===== src/rtl/fsm_state_monitor_pkg.sv =====
`default_nettype none
// ============================================================================
//  Module      : fsm_state_monitor_pkg
//  Description : Shared types and helpers for the FSM state monitor.
//  Revision    : 1.0  initial release
// ============================================================================
package fsm_state_monitor_pkg;

    // Monitor phase: no sample yet, tracking legal history, or latched fault.
    typedef enum logic [1:0] {
        MON_IDLE  = 2'd0,
        MON_TRACK = 2'd1,
        MON_FAULT = 2'd2
    } mon_state_t;

    // Increment that stops at (and never passes) the given ceiling.
    function automatic logic [31:0] sat_inc(input logic [31:0] value,
                                            input logic [31:0] ceiling);
        return (value >= ceiling) ? ceiling : value + 32'd1;
    endfunction

endpackage
`default_nettype wire


===== src/rtl/fsm_state_monitor_if.sv =====
`default_nettype none
// ============================================================================
//  Module      : fsm_state_monitor_if
//  Description : Sample bus from the monitored FSM into the state monitor.
//  Revision    : 1.0  initial release
// ============================================================================
interface fsm_state_monitor_if #(
    parameter int STATE_W = 2
) ();
    logic               valid_in;
    logic [STATE_W-1:0] state_in;

    modport master (output valid_in, output state_in);
    modport slave  (input  valid_in, input  state_in);
endinterface
`default_nettype wire


===== src/rtl/fsm_state_monitor_sat_counter.sv =====
`default_nettype none
// ============================================================================
//  Module      : fsm_state_monitor_sat_counter
//  Description : Counter with clear, load-to-one and a runtime ceiling at
//                which it saturates; flags when it sits at the ceiling.
//  Revision    : 1.0  initial release
// ============================================================================
module fsm_state_monitor_sat_counter
    import fsm_state_monitor_pkg::*;
#(
    parameter int CNT_W = 8
) (
    input  wire logic             clk,
    input  wire logic             rst,
    input  wire logic             i_clear,
    input  wire logic             i_load_one,
    input  wire logic             i_inc,
    input  wire logic [CNT_W-1:0] i_ceiling,
    output logic      [CNT_W-1:0] o_count,
    output logic                  o_sat
);

    logic [CNT_W-1:0] count_d;
    logic [CNT_W-1:0] count_q;

    // Next count: clear beats load, load beats increment.
    always_comb begin
        count_d = count_q;
        if (i_clear) begin
            count_d = '0;
        end else if (i_load_one) begin
            count_d = CNT_W'(1);
        end else if (i_inc) begin
            count_d = CNT_W'(sat_inc(32'(count_q), 32'(i_ceiling)));
        end
    end

    // Count register.
    always_ff @(posedge clk) begin
        if (rst) begin
            count_q <= '0;
        end else begin
            count_q <= count_d;
        end
    end

    assign o_count = count_q;
    assign o_sat   = (count_q == i_ceiling);

endmodule
`default_nettype wire


===== src/rtl/fsm_state_monitor.sv =====
`default_nettype none
// ============================================================================
//  Module      : fsm_state_monitor
//  Description : Runtime checker on an encoded FSM state: illegal encodings,
//                visited coverage, stuck detection, saturating transitions.
//  Revision    : 1.0  initial release
// ============================================================================
module fsm_state_monitor
    import fsm_state_monitor_pkg::*;
#(
    parameter int STATE_W     = 2,
    parameter int NUM_STATES  = 3,
    parameter int CNT_W       = 8,
    parameter int STUCK_LIMIT = 16
) (
    input  wire logic                  clk,
    input  wire logic                  rst,
    fsm_state_monitor_if.slave         mon_if,
    input  wire logic                  clear,
    output logic                       illegal,
    output logic [STATE_W-1:0]         illegal_state,
    output logic [(2**STATE_W)-1:0]    visited,
    output logic                       all_visited,
    output logic [CNT_W-1:0]           trans_count,
    output logic                       trans_sat,
    output logic                       stuck
);

    localparam int c_num_enc = 2**STATE_W;
    localparam logic [c_num_enc-1:0] c_vis_mask =
        c_num_enc'((65'(1) << NUM_STATES) - 65'(1));

    mon_state_t            state_d,         state_q;
    logic [STATE_W-1:0]    last_state_d,    last_state_q;
    logic [c_num_enc-1:0]  visited_d,       visited_q;
    logic                  illegal_d,       illegal_q;
    logic [STATE_W-1:0]    illegal_state_d, illegal_state_q;

    logic                  w_sample;
    logic                  w_illegal_in;
    logic                  w_active;
    logic                  w_changed;
    logic [CNT_W-1:0]      w_run_len;

    // A sample coinciding with clear is discarded.
    assign w_sample     = mon_if.valid_in && !clear;
    assign w_illegal_in = (32'(mon_if.state_in) >= 32'(NUM_STATES));
    assign w_active     = (state_q != MON_IDLE);
    assign w_changed    = (mon_if.state_in != last_state_q);

    // Next-state and sticky-result logic of the monitor.
    always_comb begin
        state_d         = state_q;
        last_state_d    = last_state_q;
        visited_d       = visited_q;
        illegal_d       = illegal_q;
        illegal_state_d = illegal_state_q;
        if (clear) begin
            state_d         = MON_IDLE;
            last_state_d    = '0;
            visited_d       = '0;
            illegal_d       = 1'b0;
            illegal_state_d = '0;
        end else if (mon_if.valid_in) begin
            visited_d[mon_if.state_in] = 1'b1;
            last_state_d               = mon_if.state_in;
            // Only the first illegal encoding is kept; FAULT is terminal.
            if (w_illegal_in && (state_q != MON_FAULT)) begin
                illegal_d       = 1'b1;
                illegal_state_d = mon_if.state_in;
            end
            case (state_q)
                MON_IDLE:  state_d = w_illegal_in ? MON_FAULT : MON_TRACK;
                MON_TRACK: state_d = w_illegal_in ? MON_FAULT : MON_TRACK;
                MON_FAULT: state_d = MON_FAULT;
                default:   state_d = MON_IDLE;
            endcase
        end
    end

    // Monitor registers.
    always_ff @(posedge clk) begin
        if (rst) begin
            state_q         <= MON_IDLE;
            last_state_q    <= '0;
            visited_q       <= '0;
            illegal_q       <= 1'b0;
            illegal_state_q <= '0;
        end else begin
            state_q         <= state_d;
            last_state_q    <= last_state_d;
            visited_q       <= visited_d;
            illegal_q       <= illegal_d;
            illegal_state_q <= illegal_state_d;
        end
    end

    // Transition count: the first sample after IDLE is never a transition.
    fsm_state_monitor_sat_counter #(.CNT_W(CNT_W)) u_trans_cnt (
        .clk        (clk),
        .rst        (rst),
        .i_clear    (clear),
        .i_load_one (1'b0),
        .i_inc      (w_sample && w_active && w_changed),
        .i_ceiling  ({CNT_W{1'b1}}),
        .o_count    (trans_count),
        .o_sat      (trans_sat)
    );

    // Run length of the current state; restarts at 1 on any new state.
    fsm_state_monitor_sat_counter #(.CNT_W(CNT_W)) u_run_len (
        .clk        (clk),
        .rst        (rst),
        .i_clear    (clear),
        .i_load_one (w_sample && (!w_active || w_changed)),
        .i_inc      (w_sample && w_active && !w_changed),
        .i_ceiling  (CNT_W'(STUCK_LIMIT)),
        .o_count    (w_run_len),
        .o_sat      (stuck)
    );

    assign illegal       = illegal_q;
    assign illegal_state = illegal_state_q;
    assign visited       = visited_q;
    assign all_visited   = ((visited_q & c_vis_mask) == c_vis_mask);

endmodule
`default_nettype wire

===== src/flat_wrapper.sv =====
// flat-port wrapper written by rule: the top's interface ports become plain ports
module fsm_state_monitor_flat import fsm_state_monitor_pkg::*;
#(
    parameter int STATE_W     = 2,
    parameter int NUM_STATES  = 3,
    parameter int CNT_W       = 8,
    parameter int STUCK_LIMIT = 16
)
  (clk, rst, clear, illegal, illegal_state, visited, all_visited, trans_count, trans_sat, stuck, mon_if_valid_in, mon_if_state_in);
  fsm_state_monitor_if #(.STATE_W(STATE_W)) mon_if_i ();
  input  wire logic clk;
  input  wire logic rst;
  input  wire logic clear;
  output logic illegal;
  output logic [STATE_W-1:0] illegal_state;
  output logic [(2**STATE_W)-1:0] visited;
  output logic all_visited;
  output logic [CNT_W-1:0] trans_count;
  output logic trans_sat;
  output logic stuck;
  input wire logic [$bits(mon_if_i.valid_in)-1:0] mon_if_valid_in;
  input wire logic [$bits(mon_if_i.state_in)-1:0] mon_if_state_in;
  assign mon_if_i.valid_in = mon_if_valid_in;
  assign mon_if_i.state_in = mon_if_state_in;
  fsm_state_monitor #(.STATE_W(STATE_W), .NUM_STATES(NUM_STATES), .CNT_W(CNT_W), .STUCK_LIMIT(STUCK_LIMIT)) u_core (.clk(clk), .rst(rst), .mon_if(mon_if_i), .clear(clear), .illegal(illegal), .illegal_state(illegal_state), .visited(visited), .all_visited(all_visited), .trans_count(trans_count), .trans_sat(trans_sat), .stuck(stuck));
endmodule

===== config.mk =====
export PLATFORM = sky130hd
export DESIGN_NAME = fsm_state_monitor_flat
export DESIGN_NICKNAME = d
export VERILOG_FILES = /design/src/rtl/fsm_state_monitor_pkg.sv /design/src/rtl/fsm_state_monitor_if.sv /design/src/rtl/fsm_state_monitor_sat_counter.sv /design/src/rtl/fsm_state_monitor.sv /design/src/flat_wrapper.sv
export SDC_FILE = /design/constraint.sdc
export NUM_CORES = 1
export LEC_CHECK = 0
export BUFFER_PORTS_ARGS = -buffer_cell sky130_fd_sc_hd__buf_2
export CAP_MARGIN = 20
export CORE_UTILIZATION = 50
export DETAILED_ROUTE_END_ITERATION = 7
export MAX_ROUTING_LAYER = met4
export PLACE_DENSITY = 0.69
export SYNTH_ARGS = -nofsm -noshare
export SYNTH_HDL_FRONTEND = slang
export SYNTH_HIERARCHICAL = 1
export SYNTH_SLANG_ARGS = --single-unit

===== constraint.sdc =====
create_clock -name clk -period 2.3 [get_ports clk]
set_clock_uncertainty 0.15 [all_clocks]
set_input_delay 0.23 -clock clk [delete_from_list [all_inputs] [get_ports clk]]
set_output_delay 0.23 -clock clk [all_outputs]
set_load 0.05 [all_outputs]

Word-level counts from Yosys, hierarchy flattened
Cells that the tools add are included.

storage, ports and cells
  bits of input ports = 6
  logic and storage cells = 49
  output and inout port bits = 18
  bits in registers = 27

operators by class
  eq/ne operators = 7
  reductions and logical operators = 18
  $lt $le $gt $ge = 5
  multiplexer cells = 8
  bitwise gates (word level) = 1
  add/sub/neg operators = 2

operator list
  kind                 number
  $add 8x1->8 const B  2
  $mux 8               2
  $eq 8x5->1 const B   1
  $eq 8x8->1 const B   1
  $ge 8x5->1 const B   1
  $ge 8x8->1 const B   1
  $logic_and 1x1->1    7
  $or 4x4->4           1
  $pmux 2 s2           1
  $reduce_bool 2->1    2
  $reduce_or 2->1      2
  $eq 3x3->1 const B   1
  $logic_not 1->1      3
  $lt 2x3->1 const B   1
  $mux 1               3
  $reduce_or 3->1      1
  $demux 1 s2          1
  $eq 2x1->1 const B   1
  $eq 2x2->1 const B   1
  $ge 2x1->1 const B   1
  $ge 2x2->1 const B   1
  $logic_not 2->1      1
  $mux 2               1
  $ne 2x2->1           1
  other kinds (3)      3

Depth between registers and ports, before layout
  depth in word-level cells = 6
  gate-level depth with buffers = 9
  gate-level depth less buffers = 7

Cells and area by module
Netlist, hierarchy kept.

modules (own cells, without submodules)
  module                         cells an instance  times used  seq. area each (um^2)  area each (um^2)
  fsm_state_monitor_sat_counter  95                 2           160.2                  795.8
  fsm_state_monitor              55                 1           220.2                  520.5

Worst setup path after synthesis
No wires, ideal clock.

  path kind = register to register
  start = register u_core.u_trans_cnt.count_q[0], in the netlist u_core/u_trans_cnt/o_count[0]
  end = register u_core.u_trans_cnt.count_q[2], in the netlist u_core/u_trans_cnt/o_count[2]
  buffers on the path = 0
  arrival time = 2.046 ns
  period minus slack after synthesis = 2.323 ns
  library setup time = 0.127 ns
  stages on the path, launching flop included = 8
  slack = -0.023 ns
  data required time = 2.023 ns
  path through = dfxtp_1 -> inv_1 -> ha_1 -> nand2b_4 -> a2111oi_4 -> o31ai_4 -> and4_4 -> or3_1

on the way
  cells in the longest elaborated chain, start to end = 2
  elaborated cells on any way between the ends = 3

RTL lines
  what                                              RTL line                             RTL
  from (decl)                                       fsm_state_monitor_sat_counter.sv:24  logic [CNT_W-1:0] count_q;
  from (signal assigned)                            fsm_state_monitor_sat_counter.sv:43  count_q <= count_d;
  $add 8x1->8 / $ge 8x8->1 (equally long branches)  fsm_state_monitor_pkg.sv:19          return (value >= ceiling) ? ceiling : value + 32'd1;
  $mux 8 (*)                                        fsm_state_monitor_pkg.sv:19

Every way passes the cells marked *; elsewhere a longest branch is shown, timed or not.
A chain may end at the register's enable or synchronous reset.

Final worst setup path
Ends and elaborated chain as after synthesis.

==> tab_implementation.tex <==
\begin{tabular}{lr}
\hline
Metric & Value \\
\hline
\multicolumn{2}{l}{\textbf{Outcome}} \\
\quad Outcome & finished clean \\
\multicolumn{2}{l}{\textbf{Finish}} \\
\quad Area of the multi-input gates & 1540 um\^{}2 \\
\quad Number of fill cells & 400 \\
\quad Sequential cell area in the final layout & 542 um\^{}2 \\
\quad Layout-stage area growth over the synthesis result & 19.5\% \\
\quad Post-layout net count & 336 \\
\quad Post-route design area & 2520 um\^{}2 \\
\quad Share of cells above drive strength 1 & 20.6\% \\
\quad Antenna cells & 0 \\
\multicolumn{2}{l}{\textbf{Job}} \\
\quad Max-cap violation count & 0 \\
\multicolumn{2}{l}{\textbf{Power}} \\
\quad LEAKAGE & 1.11 nW \\
\quad Power density cells & 357 nW/um\^{}2 \\
\quad Largest voltage drop on the vdd net & 0.342 mV \\
\multicolumn{2}{l}{\textbf{Synthesis}} \\
\quad Share of the synthesized netlist area taken by xor and xnor gates & 2.07\% \\
\quad Yosys synthesis warning count & 6 \\
\quad Async S/R FF share, synth & 0\% \\
\quad Synthesized flop and latch total & 27 \\
\quad Synthesized-area fraction occupied by adder cells & 10.7\% \\
\quad Share of cell area taken by muxes after synthesis & 2.37\% \\
\quad Post-synthesis sequential area ratio & 25.6\% \\
\quad Mapped cell area & 2110 um\^{}2 \\
\quad Area fraction in compound gates after synthesis & 20.0\% \\
\quad Most common flop cell mapped by yosys & sky130\_fd\_sc\_hd\_\_dfxtp\_1 \\
\quad Cells after synthesis & 245 \\
\quad Simple-gate share of the synthesized area & 31.4\% \\
\quad Combinational family with the most area after synthesis & simple AND/OR/NAND/NOR gates \\
\quad Synth unique cells & 47 \\
\quad Number of flops mapped to enable cells by yosys & 0 \\
\quad Avg Cell Area, Syn & 8.62 um\^{}2 \\
\multicolumn{2}{l}{\textbf{Worst setup path}} \\
\quad Required time at the endpoint of the critical path & 2310 ps \\
\quad Endpoint class of the critical path & flip-flop \\
\quad Cell chain of the critical path & inv\_1, ha\_1, nand2b\_4, a2111oi\_4, o31ai\_4, and4\_4, or3\_1 \\
\quad Setup CP Type & flip-flop to flip-flop \\
\quad Top fanout value on the critical path & 13 \\
\quad Worst-path cell with the longest stage delay & sky130\_fd\_sc\_hd\_\_a2111oi\_4 \\
\quad Arrival time at the worst endpoint & 2180 ps \\
\quad Critical path startpoint category & flip-flop \\
\quad Crit path largest cell delay & 390 ps \\
\multicolumn{2}{l}{\textbf{Floorplan}} \\
\quad Starting density of the core & 52.4\% \\
\quad Die outline height & 67.0 um \\
\quad Total I/O pin count & 24 \\
\quad Standard-cell rows & 23 \\
\quad Area of the die & 4490 um\^{}2 \\
\quad Core outline area & 4030 um\^{}2 \\
\quad Chip width & 67.0 um \\
\multicolumn{2}{l}{\textbf{STA}} \\
\quad Worst slew slack as a fraction of its limit & 59.7\% \\
\quad Post-layout minimum cycle time & 2170 ps \\
\quad Setup repair after global routing missed its margin & no \\
\quad Maximum frequency from static timing analysis & 461 MHz \\
\quad Post-layout worst setup margin & 129 ps \\
\quad Transition time at the pin with the least slew margin & 604 ps \\
\quad Setup Viol. Count Final & 0 \\
\quad Fin. max-slew vios & 0 \\
\quad Final clock period utilization by the worst path & 94.4\% \\
\quad Total count of hold-check failures in the final report & 0 \\
\quad Setup total negative slack & 0 ps \\
\multicolumn{2}{l}{\textbf{Drt}} \\
\quad Top routing layer in use & met4 \\
\quad First DRT Iteration DRCs & 61 \\
\quad Post-detailed-route via-to-cell ratio & 5.23 \\
\quad Vias & 1888 \\
\quad Post-detailed-route DRC marker count & 0 \\
\quad Total wirelength of the detailed-routed design & 4370 um \\
\quad Average wire per cell in the routed design & 12.1 um \\
\quad Length of routed met2 wiring & 2030 um \\
\quad Remaining number of nets flagged by the antenna check after routing & 0 \\
\quad Met1 Routed Length & 2200 um \\
\quad Number of iterations in the first detailed-routing pass & 4 \\
\quad Routed length on met3 & 108 um \\
\multicolumn{2}{l}{\textbf{Global routing}} \\
\quad Pin count of the biggest net entering global routing & 19 \\
\quad First-pass GRT wire length & 7340 um \\
\quad Global-route total usage across every layer & 21.8\% \\
\quad Vias in the first global route & 1716 \\
\quad Global-route congestion overflow total & 0 \\
\quad Number of antenna violations at the first check in global routing & 0 \\
\multicolumn{2}{l}{\textbf{CTS}} \\
\quad Post CTS Setup Buffer Count & 0 \\
\quad \# hold bufs at CTS & 0 \\
\quad TritonCTS clock tree & yes \\
\quad Clock net sink count & 27 \\
\quad Clock transition time at the flip-flop clock pins of the worst setup and hold paths & 90 ps \\
\quad Clock network latency to the later pin of the worst-skew pair & 270 ps \\
\quad Buffer depth of the longest clock path & 2 \\
\quad Root buffer cell & sky130\_fd\_sc\_hd\_\_clkbuf\_8 \\
\quad Total of cells resized after clock tree synthesis & 0 \\
\quad TritonCTS buffer count & 3 \\
\quad Clock H-tree levels & 1 \\
\multicolumn{2}{l}{\textbf{Place}} \\
\quad Total cell area at the placement stage & 2480 um\^{}2 \\
\quad Dpl ws & 119 ps \\
\quad Final RePlAce weighted congestion & 0.831 \\
\quad \# port buffers & 23 \\
\quad Post-detail-place hpwl & 3320 um \\
\multicolumn{2}{l}{\textbf{Worst hold path}} \\
\quad Worst Hold Class & input port to flip-flop \\
\hline
\end{tabular}
## cells in the mapped netlist, types with 3 or more instances
cell type / number / area (um^2)
sky130_fd_sc_hd__dfxtp_1: 27 / 541
sky130_fd_sc_hd__or3_1: 6 / 37.5
sky130_fd_sc_hd__buf_6: 3 / 33.8
sky130_fd_sc_hd__o21ai_1: 4 / 20.0
sky130_fd_sc_hd__clkbuf_1: 6 / 22.5
sky130_fd_sc_hd__o21a_1: 7 / 52.6
sky130_fd_sc_hd__and3_1: 3 / 18.8
sky130_fd_sc_hd__nand2_1: 12 / 45.0
sky130_fd_sc_hd__mux2i_1: 5 / 50.1
sky130_fd_sc_hd__nand3_1: 23 / 115
sky130_fd_sc_hd__nand2b_1: 3 / 18.8
sky130_fd_sc_hd__a21oi_1: 12 / 60.1
sky130_fd_sc_hd__inv_1: 22 / 82.6
sky130_fd_sc_hd__nor2_1: 17 / 63.8
sky130_fd_sc_hd__ha_1: 18 / 225
sky130_fd_sc_hd__o21ai_0: 4 / 20.0
sky130_fd_sc_hd__or4_1: 4 / 30.0
sky130_fd_sc_hd__nor4b_1: 4 / 35.0
sky130_fd_sc_hd__nor3_1: 7 / 35.0
sky130_fd_sc_hd__a311o_1: 4 / 40.0
sky130_fd_sc_hd__nand4_1: 8 / 50.1
sky130_fd_sc_hd__nor3_2: 3 / 30.0
sky130_fd_sc_hd__and4_1: 4 / 35.0
## path summary, 6_finish.rpt
| path | slack, ps | start | endpoint | cells past startpoint |
|---|---|---|---|---|
| min reg2reg | 300 | u_core/visited[3] | u_core/visited[3] | 2 |
| min | 140 | mon_if_state_in[1] | u_core/last_state_q[1] | 3 |
| max reg2reg | 130 | u_core/u_trans_cnt/o_count[0] | u_core/u_trans_cnt/o_count[2] | 7 |
| max | 130 | u_core/u_trans_cnt/o_count[0] | u_core/u_trans_cnt/o_count[2] | 7 |
## kinds of logic (layout without fill, tap and decap cells)
logic type / after synthesis / after routing
buffers and inverters: 34 / 65
AO/OA/AOI/OAI: 50 / 50
multiplexers: 5 / 5
adder cells (fa/ha/maj): 18 / 18
flip-flops: 27 / 27
other: 2 / 37
XOR/XNOR: 2 / 2
AND/OR/NAND/NOR: 107 / 107
## flip-flops by register name, summed over array words and instances (netlist names)
register / count
u_core/illegal: 1
u_core/illegal_state: 2
u_core/state_q: 2
u_core/u_run_len/o_count: 8
u_core/visited: 4
u_core/last_state_q: 2
u_core/u_trans_cnt/o_count: 8
## critical path: cells and delay by family, from the launching register on
family / cells / cell delay [ps]
AND/OR/NAND/NOR: 3 / 730
AO/OA/AOI/OAI: 2 / 570
flip-flops: 1 / 330
adder cells (fa/ha/maj): 1 / 220
buffers and inverters: 1 / 50
## cell usage in the layout (no fill, tap or decap), types with 4 or more instances in the layout
cell and count:
sky130_fd_sc_hd__nor2_1 17, sky130_fd_sc_hd__nor4b_1 4, sky130_fd_sc_hd__o21ai_0 4, sky130_fd_sc_hd__ha_1 18, sky130_fd_sc_hd__nand2_1 12, sky130_fd_sc_hd__buf_2 23, sky130_fd_sc_hd__or3_1 6, sky130_fd_sc_hd__buf_4 15
sky130_fd_sc_hd__and4_1 4, sky130_fd_sc_hd__dfxtp_1 26, sky130_fd_sc_hd__nand3_1 23, sky130_fd_sc_hd__o21ai_1 4, sky130_fd_sc_hd__conb_1 37, sky130_fd_sc_hd__a21oi_1 12, sky130_fd_sc_hd__inv_1 22, sky130_fd_sc_hd__mux2i_1 5
sky130_fd_sc_hd__or4_1 4, sky130_fd_sc_hd__nor3_1 7, sky130_fd_sc_hd__o21a_1 7, sky130_fd_sc_hd__a311o_1 4, sky130_fd_sc_hd__nand4_1 8
## power breakdown
group	internal [mW]	switching, mW
combinational	0.0567	0.0955
sequential	0.474	0.00658
clock	0.121	0.148
total	0.652	0.250
## area by class of cell
cell class              count  area share (%)
multi-input cells         219            61.1
well taps                  50            2.48
inverters                  22            3.27
repair buffers             39            9.81
clock inverters             1           0.198
flip-flops and latches     27            21.5
clock buffers               3            1.64
## per-stage QoR
stage	cells	util, %	total power [mW]	hold slack, ps
6_report	361	62.7	0.902	139
3_3_place_gp	357	61.5	0.639	286
5_1_grt	361	62.7	0.954	142
2_1_floorplan	280	-	0.614	239
3_5_place_dp	357	61.5	0.643	285
4_1_cts	361	62.7	0.916	133
## metal layers
metal | up-vias | track usage (%)
li1 | 1001 | -
met1 | 862 | 27.2
met2 | 23 | 37.2
met3 | 2 | 2.57
met4 | 0 | 5.59
met5 | - | -
No activity file was read; power rests on OpenSTA's default activity.
